## src/rtl/compositor_pkg.sv

```systemverilog
// rtl/compositor_pkg.sv - shared types and constants for the beam compositor
package compositor_pkg;
   localparam int COLOR_W = 4;

   typedef logic [2:0][COLOR_W-1:0] rgb_t;

   typedef enum logic {
      IDLE,
      FLASH
   } flash_state_t;

   localparam int CH_R = 0;
   localparam int CH_G = 1;
   localparam int CH_B = 2;
endpackage

```

## src/rtl/flash_fsm.sv

```systemverilog
// rtl/flash_fsm.sv - frame-counted flash state machine
module flash_fsm
   import compositor_pkg::*;
#(
   parameter int FLASH_FRAMES = 8
) (
   input  logic clk,
   input  logic reset,
   input  logic frame_start_i,
   input  logic flash_req_i,
   output logic flash_active_o
);
   localparam int CNT_W = $clog2(FLASH_FRAMES + 1);
   localparam logic [CNT_W-1:0] CNT_LOAD = CNT_W'(FLASH_FRAMES);
   localparam logic [CNT_W-1:0] CNT_ONE  = CNT_W'(1);

   flash_state_t     state_q, state_d;
   logic [CNT_W-1:0] cnt_q, cnt_d;

   always_ff @(posedge clk) begin
      if (reset) begin
         state_q <= IDLE;
         cnt_q   <= '0;
      end else begin
         state_q <= state_d;
         cnt_q   <= cnt_d;
      end
   end

   // A request always reloads, so a coincident frame_start is swallowed.
   always_comb begin
      state_d = state_q;
      cnt_d   = cnt_q;
      if (flash_req_i) begin
         state_d = FLASH;
         cnt_d   = CNT_LOAD;
      end else if (state_q == FLASH && frame_start_i) begin
         if (cnt_q == CNT_ONE) begin
            state_d = IDLE;
            cnt_d   = '0;
         end else begin
            cnt_d = cnt_q - CNT_ONE;
         end
      end
   end

   assign flash_active_o = (state_q == FLASH);
endmodule

```

## src/rtl/layered_beam_compositor.sv

```systemverilog
// rtl/layered_beam_compositor.sv - two-stage layer/background compositor with flash; SCANLINE_EN dims odd rows
module layered_beam_compositor #(
   parameter int NUM_LAYERS   = 4,
   parameter int COLOR_W      = 4,
   parameter int X_W          = 11,
   parameter int Y_W          = 10,
   parameter int FIELD_X_MIN  = 341,
   parameter int FIELD_X_MAX  = 682,
   parameter int FLASH_FRAMES = 8
) (
   input  logic                                     clk,
   input  logic                                     reset,
   input  logic [NUM_LAYERS-1:0][2:0][COLOR_W-1:0] layer_color,
   input  logic [NUM_LAYERS-1:0]                    layer_transparency,
   input  logic [2:0][COLOR_W-1:0]                  bg_color,
   input  logic [X_W-1:0]                           beam_x,
   input  logic [Y_W-1:0]                           beam_y,
   input  logic                                     draw,
   input  logic                                     frame_start,
   input  logic                                     flash_req,
   output logic [COLOR_W-1:0]                       red,
   output logic [COLOR_W-1:0]                       green,
   output logic [COLOR_W-1:0]                       blue,
   output logic                                     draw_out,
   output logic                                     flash_active
);
   import compositor_pkg::CH_R;
   import compositor_pkg::CH_G;
   import compositor_pkg::CH_B;

   localparam logic [X_W-1:0] X_LO = X_W'(FIELD_X_MIN);
   localparam logic [X_W-1:0] X_HI = X_W'(FIELD_X_MAX);

   logic [2:0][COLOR_W-1:0] sel_q, sel_d;
   logic [2:0][COLOR_W-1:0] pix_q, pix_d;
   logic                    in_field_q, in_field_d;
   logic                    draw_q, draw_out_q;

   flash_fsm #(.FLASH_FRAMES(FLASH_FRAMES)) u_flash_fsm (
      .clk            (clk),
      .reset          (reset),
      .frame_start_i  (frame_start),
      .flash_req_i    (flash_req),
      .flash_active_o (flash_active)
   );

   // Walk from lowest priority upward so the lowest opaque index wins.
   always_comb begin
      sel_d = bg_color;
      for (int i = NUM_LAYERS - 1; i >= 0; i--) begin
         if (!layer_transparency[i]) sel_d = layer_color[i];
      end
      in_field_d = draw && (beam_x >= X_LO) && (beam_x < X_HI);
   end

`ifdef SCANLINE_EN
   logic y_odd_q;

   always_ff @(posedge clk) begin
      if (reset) y_odd_q <= 1'b0;
      else       y_odd_q <= beam_y[0];
   end
`else
   logic unused_beam_y;
   assign unused_beam_y = ^beam_y;
`endif

   always_comb begin
      pix_d = '0;
      if (draw_q && in_field_q) begin
         pix_d = flash_active ? ~sel_q : sel_q;
`ifdef SCANLINE_EN
         if (y_odd_q) begin
            for (int c = 0; c < 3; c++) pix_d[c] = pix_d[c] >> 1;
         end
`endif
      end
   end

   always_ff @(posedge clk) begin
      if (reset) begin
         sel_q      <= '0;
         in_field_q <= 1'b0;
         draw_q     <= 1'b0;
         pix_q      <= '0;
         draw_out_q <= 1'b0;
      end else begin
         sel_q      <= sel_d;
         in_field_q <= in_field_d;
         draw_q     <= draw;
         pix_q      <= pix_d;
         draw_out_q <= draw_q;
      end
   end

   assign red      = pix_q[CH_R];
   assign green    = pix_q[CH_G];
   assign blue     = pix_q[CH_B];
   assign draw_out = draw_out_q;
endmodule

```

## config.mk

```make
export PLATFORM = sky130hd
export DESIGN_NAME = layered_beam_compositor
export DESIGN_NICKNAME = d
export VERILOG_FILES = /design/src/rtl/compositor_pkg.sv /design/src/rtl/flash_fsm.sv /design/src/rtl/layered_beam_compositor.sv
export SDC_FILE = /design/constraint.sdc
export NUM_CORES = 1
export LEC_CHECK = 0
export CORE_MARGIN = 8
export CORE_UTILIZATION = 38
export CTS_CLUSTER_SIZE = 16
export DETAILED_ROUTE_END_ITERATION = 10
export GPL_TIMING_DRIVEN = 0
export PLACE_DENSITY = 0.85
export SLEW_MARGIN = 30
export SYNTH_ARGS = -nofsm -noshare
export SYNTH_HDL_FRONTEND = slang
export SYNTH_SLANG_ARGS = --single-unit
```

## constraint.sdc

```tcl
create_clock -name clk -period 2.95 [get_ports clk]
set_input_delay 0.59 -clock clk [delete_from_list [all_inputs] [get_ports clk]]
set_output_delay 0.59 -clock clk [all_outputs]
set_load 0.005 [all_outputs]
```

# Yosys cells after proc, flatten, opt, wreduce, memory -nomap -nowiden
# Cells that the tools add are included.
classes:
  add_sub_neg: 1
  magnitude_cmp: 2
  eq_ne: 1
  muxes: 11
  bitwise_logic: 2
  n_reduce_logical: 9
op_table:
  columns: ["cell", "count"]
  rows:
  - ["$mux 12", 5]
  - ["$mux 4", 3]
  - ["$not 12->12", 1]
  - ["$ge 11x9->1 const B", 1]
  - ["$lt 11x10->1 const B", 1]
  - ["$eq 4x1->1 const B", 1]
  - ["$logic_and 1x1->1", 4]
  - ["$reduce_bool 2->1", 2]
  - ["$reduce_or 2->1", 2]
  - ["$sub 4x1->4 const B", 1]
  - ["$mux 1", 3]
  - ["$reduce_and 2->1", 1]
  - ["$not 1->1", 1]
totals:
  register_bits: 32
  input_bits: 90
  wordCells: 38

# Logic depth before layout (Yosys ltp)
logic_depth:
  word_depth: 4
  ltp_mapped: 6
  depth_no_buf: 6

# Modules after synthesis
# From an unflattened synthesis, not the netlist that was laid out.
hier_totals:
  cells_unflattened: 178
  area_unflattened_um2: 1576.5
modules_own_cells:
  columns: ["module", "n_inst", "cells_each", "area_per_inst_um2", "seq_area_each_um2"]
  rows:
  - ["layered_beam_compositor", 1, 149, 1318.8, 540.5]
  - ["flash_fsm", 1, 29, 257.7, 100.1]

# Worst setup path before layout
# No wires, ideal clock.
synth_path:
  path_type: "input port to flip-flop"
  from: "input reset"
  to: "register pix_q (netlist bit blue[2])"
  setup_ps: 128
  t_arrival_ps: 1237
  path_slack_ps: 1586
  stages: 5
  path_buffers: 2
  path_cell_list: "buf_2 > nor2b_1 > nand2_1 > clkbuf_1 > nor2_1"
synth_via:
  elab_chain_len: 1
synth_rtl:
  columns: ["item", "line", "rtl"]
  rows:
  - ["start: declaration", "layered_beam_compositor.sv:12", "input logic reset,"]
  - ["$reduce_or 2->1 (no source line)", null, null]
  - ["end signal: assignment", "layered_beam_compositor.sv:91", "pix_q <= pix_d;"]
  - ["end: declaration", "layered_beam_compositor.sv:35", "logic [2:0][COLOR_W-1:0] pix_q, pix_d;"]
# Every way passes these cells.
# A chain may end at the register's enable or synchronous reset.

# Final worst setup path
layout_path:
  from: "input layer_transparency[3]"
  to: "register sel_q[0] (netlist name)"
layout_via:
  elab_chain_len: 4
layout_rtl:
  columns: ["item", "line", "rtl"]
  rows:
  - ["start: declaration", "layered_beam_compositor.sv:14", "input logic [NUM_LAYERS-1:0] layer_transparency,"]
  - ["$mux 12 (4 in a row)", "layered_beam_compositor.sv:51", "if (!layer_transparency[i]) sel_d = layer_color[i];"]
  - ["end signal: assignment", "layered_beam_compositor.sv:88", "sel_q <= sel_d;"]
  - ["end: declaration", "layered_beam_compositor.sv:34", "logic [2:0][COLOR_W-1:0] sel_q, sel_d;"]
# Every way passes these cells.

==> impl_metrics.toml <==
[worst_setup_path]
r2r_slack_ns = 1.57
r2r_end = "u_flash_fsm.flash_active_o"
critPathLaunchType = "input pin"
crit_path_end_kind = "flop"
worstSetupPathType = "input pin to flop"
crit_required_ns = 3.10
reg2reg_depth = 5
cp_max_fo = 10
critical_path_arrival_ns = 1.94
r2r-start = "u_flash_fsm.cnt_q[0]"

[synth]
synth_area_per_cell_sq_um = 8.696
synth_edf_count = 0
ys_ff_latch = 32
synth_cell_types = 22
synth-seq-area-share_pct = 40.93
yosysTopAreaCell = "dfxtp_1"
ys_warn_count = 0
ys.flop_type = "dfxtp_1"
ys_async_sr_fraction_pct = 0
postSynthNetCount = 272
synth_top_area_share_pct = 40.93
synth_cells = 180
synth_area_leaders = "dfxtp_1 41%, mux2i_1 16%, nor2_1 10%, xnor2_1 6.7%, a211oi_1 6.2%"
syn-cell-area_sq_um = 1565

[power]
power.switching_uw = 238.9
internal-power_uw = 853.9
p_leak_uw = 0.001037
seqPwrFrac_pct = 42.0
pwr-share-clk_pct = 36.7
power_density_nw_per_um2 = 411.4
power_frac_comb_pct = 21.3
switching_share_pct = 21.86
vdd_drop_max_mv = 0.1779

[timing]
slew_violations = 0
fin_hold_ws_ns = 0.4578
clock_skew_ns = 0.005878
max-slew-margin-rel_pct = 69.39
setup_tns_ns = 0
setup_slack_ns = 1.158
hold_viol = 0
fmax_mhz = 558.1
grt_setup_unrepaired = "false"
period_share_pct = 60.74
tightest_slew_ns = 0.4591
finalCriticalPeriod_ns = 1.792
setup_viol_count_final = 0

[cts]
cts_root_buf = "clkbuf_8"
numCtsBuffers = 5
htree_levels = 2
cts_resized = 0
cts.sink_count = 32
clk_latency_ns = 0.28
ctsHoldBuffers = 0
cts_setup_buffers = 0
cts_tree = "yes"
cts_max_path_buffers = 2
clk_pin_slew_ns = 0.06

[die]
die-width_um = 80.18
chipHeight_um = 80.18
num_rows = 23
ios = 104
start_util_pct = 39.41
dieArea_sq_um = 6429
fp.coreArea_sq_um = 3971

[global_route]
grt_pass1_wl_mm = 6.969
antenna_found_initial = 0
track_usage_pct = 13.48
grt_max_degree = 11
grt_pass1_vias = 1667
grt.overflow.total = 0

[final_layout]
drive_gt1_share_pct = 4.643
antenna_cells = 0
final_area_sq_um = 2656
nets = 371
final_common_cell = "clkdlybuf4s50_1"
fin_cells = 330
synthToLayoutAreaGrowth_pct = 69.70
fillers = 336
final_cell_mix = "92 x clkdlybuf4s50_1, 42 x nor2_1, 32 x dfxtp_1"

[place]
place_hpwl_mm = 3.732
place_inst = 322
dpl_cell_area_sq_um = 2549
port_buffers = 92
gp_congestion = 0.7825
dp_worst_setup_slack_ns = 0.8653

[drt]
dr.first_iter.drc_count = 50
finalWirelength_mm = 4.285
viasPerCell = 4.700
vias = 1551
drc = 0
routedWlPerCell_um = 12.98
first_pass_iters = 4
ant_nets = 0

[worst_hold_path]
holdPathEnd = "draw_out"
min_from = "draw_q"
worstHoldPathCells = 1
worst_hold_path_type = "flop to flop"

[outcome]
status = "completed"

[job]
cap_viol_max_count = 0
worst max-delay path by stage:
| stage | from | to | depth (start not counted) |
|---|---|---|---|
| final | layer_transparency[3] | sel_q[0] | 6 |
| after global routing | layer_transparency[2] | sel_q[3] | 6 |
| after CTS | layer_transparency[3] | sel_q[0] | 6 |
| after detailed placement | layer_transparency[3] | sel_q[0] | 6 |
| after global placement | layer_transparency[3] | sel_q[0] | 6 |
| after floorplan | reset | blue[2] | 5 |
registers in the layout, indices dropped and copies added (netlist names):
signal / flops
red: 4
blue: 4
u_flash_fsm.flash_active_o: 1
draw_q: 1
in_field_q: 1
u_flash_fsm.cnt_q: 4
sel_q: 12
green: 4
draw_out: 1
area by class of cell:
cell class	instances	area, sq um	share of cell area (%)
Tap cell	50	62.56	2.355
Inverter	3	11.26	0.4239
Clock buffer	6	72.57	2.732
Clock inverter	2	35.03	1.319
Buffer	11	63.81	2.402
Multi-Input combinational cell	134	849.6	31.98
Sequential cell	32	640.6	24.12
Timing Repair Buffer	92	920.9	34.67
stage by stage:
step / total power, uW / util, %
final: 1093 / 66.89
after global routing: 1145 / 66.89
after CTS: 1104 / 66.89
after detailed placement: 702.9 / 64.18
after global placement: 698.5 / 64.18
after floorplan: 571.8 / -
synth_stat cells (2+ instances only):
master and number:
nor2_1 42, dfxtp_1 32, mux2i_1 25, a21oi_1 18, a211oi_1 13, xnor2_1 12, clkbuf_1 5, nor3_1 5
nand2_1 4, buf_2 3, inv_1 3, nor2b_1 3, o21ai_0 3, buf_6 2, ha_1 2, nor4_1 2
worst max-delay path, cell delays in order:
cell,delay (ns)
clkdlybuf4s50_1,0.55
buf_6,0.20
mux2i_1,0.24
a21oi_1,0.10
mux2i_1,0.17
a211oi_1,0.09
power by group through the flow:
stage / clock network (uW) / registers [uW] / logic, uW
3_3_place_gp: 0 / 468 / 231
2_1_floorplan: 0 / 468 / 104
4_1_cts: 410 / 459 / 235
5_1_grt: 428 / 460 / 256
6_report: 401 / 459 / 233
3_5_place_dp: 0 / 469 / 234
logic make-up after synthesis:
group                    Yosys count  share of synthesized area, %
AO/OA/AOI/OAI                     36                         13.99
XOR/XNOR                          12                         6.715
adder cells (fa/ha/maj)            2                         1.598
buffers and inverters             14                         4.796
flip-flops                        32                         40.93
multiplexers                      25                         15.99
AND/OR/NAND/NOR                   59                         15.99
layer usage:
metal / vias to the layer above / track usage (%) / wire [um]
li1: 819 / - / -
met1: 656 / 13.42 / 1659
met2: 71 / 23.20 / 2059
met3: 5 / 6.250 / 490
met4: 0 / 6.545 / 76
met5: - / 0 / 0
Power figures use the tool's default switching activity.
